**src/rtl/addsub_pkg.sv**
```systemverilog
// Shared types and default sizing for the digit-serial adder/subtractor.
package addsub_pkg;

  // Defaults: 16-bit operands processed four bits per cycle.
  localparam int unsigned DefWidth = 16;
  localparam int unsigned DefDigit = 4;

  // Control FSM: waiting for a request, or stepping through the slices.
  typedef enum logic {
    Idle = 1'b0,
    Run  = 1'b1
  } state_t;

endpackage

```
**src/rtl/addsub_digit.sv**
```systemverilog
// Combinational DIGIT-bit ripple slice. It is built from per-bit full-adder cells.
// When sub is set, b is inverted so that the slice computes a + ~b + cin.
// It exports the carry into the MSB cell, which the caller uses for signed overflow.
module addsub_digit
  import addsub_pkg::*;
#(
  parameter int unsigned DIGIT = DefDigit
) (
  input  logic [DIGIT-1:0] a,
  input  logic [DIGIT-1:0] b,
  input  logic             sub,
  input  logic             cin,
  output logic [DIGIT-1:0] s,
  output logic             co,
  output logic             cmsb
);

  logic [DIGIT:0]   c;
  logic [DIGIT-1:0] bx;

  assign c[0] = cin;

  for (genvar i = 0; i < DIGIT; i++) begin : g_fa
    assign bx[i]   = b[i] ^ sub;
    assign s[i]    = a[i] ^ bx[i] ^ c[i];
    assign c[i+1]  = (a[i] & bx[i]) | (c[i] & (a[i] ^ bx[i]));
  end

  assign co   = c[DIGIT];
  assign cmsb = c[DIGIT-1];

endmodule

```
**src/rtl/serial_addsub.sv**
```systemverilog
// Digit-serial adder/subtractor. It handles one DIGIT-bit slice per cycle, LSB slice first.
// WIDTH must be an integer multiple of DIGIT.
// Optional feature macro: ADDSUB_SAT_EN. When it is defined, a result that overflows
// is clamped to the most-positive or most-negative signed value.
module serial_addsub
  import addsub_pkg::*;
#(
  parameter int unsigned WIDTH = DefWidth,
  parameter int unsigned DIGIT = DefDigit
) (
  input  logic             clk,
  input  logic             rst,
  input  logic             start,
  input  logic [WIDTH-1:0] a,
  input  logic [WIDTH-1:0] b,
  input  logic             cin,
  input  logic             sub,
  output logic             busy,
  output logic             done,
  output logic [WIDTH-1:0] sum,
  output logic             cout,
  output logic             ovf
);

  localparam int unsigned N    = WIDTH / DIGIT;
  localparam int unsigned CntW = (N > 1) ? $clog2(N) : 1;

  state_t state_q, state_d;

  logic [WIDTH-1:0] a_q, b_q, res_q, res_full, result_d;
  logic             sub_q, carry_q;
  logic [CntW-1:0]  cnt_q;
  logic [WIDTH-1:0] sum_q;
  logic             cout_q, ovf_q, done_q;

  logic             accept, last;
  logic [DIGIT-1:0] slice_s;
  logic             slice_co, slice_cmsb;

  addsub_digit #(
    .DIGIT (DIGIT)
  ) u_digit (
    .a    (a_q[DIGIT-1:0]),
    .b    (b_q[DIGIT-1:0]),
    .sub  (sub_q),
    .cin  (carry_q),
    .s    (slice_s),
    .co   (slice_co),
    .cmsb (slice_cmsb)
  );

  assign accept = (state_q == Idle) && start;
  assign last   = (cnt_q == CntW'(N - 1));

  // Next FSM state: leave Idle on a request, return after the last slice.
  always_comb begin
    state_d = state_q;
    unique case (state_q)
      Idle:    if (start) state_d = Run;
      Run:     if (last)  state_d = Idle;
      default: state_d = Idle;
    endcase
  end

  // Assemble the result. The new slice enters at the top, and earlier slices shift toward the LSB.
  always_comb begin
    res_full = (res_q >> DIGIT) | (WIDTH'(slice_s) << (WIDTH - DIGIT));
    result_d = res_full;
`ifdef ADDSUB_SAT_EN
    // A wrapped result has the wrong sign, so the true sign is the inverse of the wrapped MSB.
    if (slice_co ^ slice_cmsb) begin
      result_d = {~res_full[WIDTH-1], {(WIDTH-1){res_full[WIDTH-1]}}};
    end
`endif
  end

  // FSM state register.
  always_ff @(posedge clk or posedge rst) begin
    if (rst) state_q <= Idle;
    else     state_q <= state_d;
  end

  // Datapath: capture the operands on accept, step one slice per Run cycle, and publish on the last slice.
  always_ff @(posedge clk or posedge rst) begin
    if (rst) begin
      a_q     <= '0;
      b_q     <= '0;
      res_q   <= '0;
      sub_q   <= 1'b0;
      carry_q <= 1'b0;
      cnt_q   <= '0;
      sum_q   <= '0;
      cout_q  <= 1'b0;
      ovf_q   <= 1'b0;
      done_q  <= 1'b0;
    end else begin
      done_q <= 1'b0;
      if (accept) begin
        a_q     <= a;
        b_q     <= b;
        sub_q   <= sub;
        // Subtraction is a + ~b + 1. A borrow-in removes that +1.
        carry_q <= sub ? ~cin : cin;
        cnt_q   <= '0;
        res_q   <= '0;
      end else if (state_q == Run) begin
        a_q     <= a_q >> DIGIT;
        b_q     <= b_q >> DIGIT;
        carry_q <= slice_co;
        res_q   <= res_full;
        cnt_q   <= cnt_q + 1'b1;
        if (last) begin
          sum_q  <= result_d;
          cout_q <= slice_co;
          ovf_q  <= slice_co ^ slice_cmsb;
          done_q <= 1'b1;
        end
      end
    end
  end

  assign busy = (state_q == Run);
  assign done = done_q;
  assign sum  = sum_q;
  assign cout = cout_q;
  assign ovf  = ovf_q;

endmodule

```
**config.mk**
```make
export PLATFORM = sky130hd
export DESIGN_NAME = serial_addsub
export DESIGN_NICKNAME = d
export VERILOG_FILES = /design/src/rtl/addsub_pkg.sv /design/src/rtl/addsub_digit.sv /design/src/rtl/serial_addsub.sv
export SDC_FILE = /design/constraint.sdc
export NUM_CORES = 1
export LEC_CHECK = 0
export ABC_AREA = 1
export CORE_ASPECT_RATIO = 2
export CORE_MARGIN = 2
export CORE_UTILIZATION = 50
export DETAILED_ROUTE_END_ITERATION = 8
export GPL_TIMING_DRIVEN = 0
export PLACE_DENSITY = 0.78
export SYNTH_ARGS = -nofsm -noshare
export SYNTH_HDL_FRONTEND = slang
export SYNTH_SLANG_ARGS = --single-unit
```
**constraint.sdc**
```tcl
create_clock -name clk -period 3.5 [get_ports clk]
set_input_delay 0.875 -clock clk [delete_from_list [all_inputs] [get_ports clk]]
set_output_delay 0.875 -clock clk [all_outputs]
set_load 0.01 [all_outputs]
```
==> reports/results.ini <==
[clocking]
cts-resized-gates=0
root_buffer=clkbuf_8
cts_hold_buffers=0
insertion_delay_ns=0.34
clk_path_buf_depth=2
tritoncts=yes
postCtsSetupBuffers=0
clkTransAtPathRegs_ns=0.06
htreeDepth=3
numCtsBuffers=9
clkSinkCount=68

[placed_design]
dp_slack_ns=0.735
finalWeightedCongestion=0.808
io_buffer_count=56
placed_cells=426
dp_hpwl_um=4510

[floorplanning]
dieArea_um2=6360
core_area_um2=5470
fp-row-count=38
die_x_um=57.4
die_h_um=111
start_util_pct=52.1
io_pins=57

[power]
switching_share_pct=35.8
power_density_nw_per_um2=811
ir_worst_vdd_mv=0.597
power_uw=2970
power.internal_uw=1910
net-switching-power_uw=1060
clockPowerShare_pct=18.1
p_leak_uw=0.00181
power_frac_seq_pct=41.9
power_frac_comb_pct=40.0

[timing]
max_freq_ghz=0.363
rsz0062_at_grt=false
period_share_pct=78.8
setup_viol=0
holdWs_ns=0.482
tightest_slew_ns=0.565
fin_crit_ns=2.76
slew_violations=0
finalWorstSetupSlack_ns=0.742
clock_skew_ns=0.00680
final-hold-violation-count=0
slew_headroom_pct=62.3

[grt]
grt_pass1_wl_um=10400
grt_max_degree=44
antenna_found_initial=0
grt_usage_pct=21.2
gr-total-overflow=0
grt_pass1_vias=2326

[worst_setup_path]
crit_buf_inv=3
reg2reg_slack_ns=0.74
cpMostUsedCell=fa_1
cp_slowest_cell=fa_1
path_delay_family=adder cells
max_stage_delay_ns=0.42
path_cells=clkbuf_1 -> xnor2_1 -> fa_1 -> fa_1 -> fa_1 -> inv_1 -> fa_1 -> inv_1 -> o21ai_0
worstSetupPathType=reg -> reg
cp-startpoint=sub_q$_DFFE_PP0P_
crit_fanout=5
critPathRequiredTime_ns=3.71
crit_path_start_kind=flip-flop
timing.rr.start=sub_q$_DFFE_PP0P_
cp-end-kind=flip-flop
worstPathArrival_ns=2.96

[logic_synthesis]
yosysMostFrequentCell=nand2_1
synth.cell_area_um2=2850
ys_ff_latch=68
syn_nets=351
async_flop_share_pct=100
yosys_warnings=0
synthCells=309
synthTopCellsByCount=nand2_1, dfrtp_1, inv_1, nand3_1, o21ai_0
synth_top_area_cell=dfrtp_1
synth_edf_count=0
synth_top_flop_cell=dfrtp_1
synth_area_leaders=dfrtp_1, nand2_1, nand3_1, o21ai_0, inv_1
synth_cell_types=20
synth_seq_area_share_pct=59.7
yosysTopAreaCellShare_pct=59.7
synth.avg_cell_area_um2=9.22

[hold_path]
min_path_type=reg -> reg
worstHoldStart=sum[4]$_DFFE_PP0P_

[cells_and_area]
drive_gt1_share_pct=8.16
fin_nets=419
area_delta_synth_final_pct=28.5
insertedDiodeCount=0
instances_no_fill=440

[route]
ant_nets=0
drcViolationCount=0
avgViaCountPerCell=5.11
via_count=2250
totalWireLength_um=6050
drt_first_pass_iters=4
drtIter0Drc=78
post_drt_wl_per_cell_um=13.7

[outcome]
status=finished clean

[flow_run]
maxCapViolCount=0

worst paths after layout:
check | depth (start not counted) | end
max in group asynchronous | 3 | busy$_DFF_PP0_
worst min register to register | 2 | sum[4]$_DFFE_PP0P_
min in group asynchronous | 2 | sum[6]$_DFFE_PP0P_
worst max-delay path | 9 | sum[15]$_DFFE_PP0P_
worst min-delay path | 2 | sum[4]$_DFFE_PP0P_
worst max register to register | 9 | sum[15]$_DFFE_PP0P_
kinds of logic after synthesis:
logic type / share of synthesized area, %
AND/OR/NAND/NOR: 22.6
flip-flops: 59.7
XOR/XNOR: 1.23
adder cells (fa/ha/maj): 3.25
AO/OA/AOI/OAI: 6.15
buffers and inverters: 7.11
stage by stage:
step	util [%]	area (um^2)	TNS, ns
final	67.0	3660	0
after global routing	67.0	3660	0
after CTS	67.0	3660	0
after detailed placement	64.1	3510	0
after global placement	63.8	3490	-8.13
after floorplan	-	2850	0
sequential cells by signal, summed over array words and instances, names as in the netlist, 2 cells and up:
| name | count |
|---|---|
| a_q | 16 |
| sum | 16 |
| b_q | 16 |
| cnt_q | 2 |
| res_q | 12 |
worst register-to-register path: stages, from the launching register on:
cell and delay, ns:
dfrtp_1 0.32, clkbuf_1 0.27, xnor2_1 0.14, fa_1 0.41, fa_1 0.39, fa_1 0.42, inv_1 0.10, fa_1 0.42
inv_1 0.08, o21ai_0 0.08
placed cells by master, fill, tap and decap left out:
cell type        synthesis  layout
a21oi_1                  1       1
buf_12                   0       1
buf_2                    7       7
buf_4                    1       1
buf_6                    4       4
clkbuf_1                 3       4
clkbuf_8                 0      10
clkdlybuf4s50_1          0      56
clkinv_2                 0       3
dfrtp_1                 68      68
fa_1                     4       4
ha_1                     1       1
inv_1                   25      24
inv_2                    1       2
inv_4                    1       1
nand2_1                130     130
nand2_2                  1       1
nand3_1                 25      25
nor2_1                   1       1
nor2_8                   1       1
o21ai_0                 19      19
o22ai_1                 12      12
xnor2_1                  3       3
xor2_1                   1       1
per-layer routing:
| layer | part of all wire, % | track usage [%] |
|---|---|---|
| met4 | 2.3 | 7.91 |
| met3 | 4.3 | 4.55 |
| met2 | 57 | 38.0 |
| met5 | 0 | 0 |
| met1 | 36 | 23.6 |
area by class of cell:
class,count,area (um^2)
inverters,27,104
well taps,60,75.1
clock buffers,11,141
multi-input cells,199,946
repair buffers,57,581
flip-flops and latches,68,1700
fillers,449,1810
clock inverters,3,15.0
plain buffers,15,98.8
power groups by stage:
stage | combinational [uW] | sequential, uW | clock [uW]
3_5_place_dp | 1190 | 1260 | 0
5_1_grt | 1340 | 1280 | 580
6_report | 1190 | 1250 | 537
2_1_floorplan | 720 | 1270 | 0
4_1_cts | 1210 | 1250 | 543
3_3_place_gp | 1150 | 1240 | 0
Note: power is estimated with default switching activity, not from simulation.
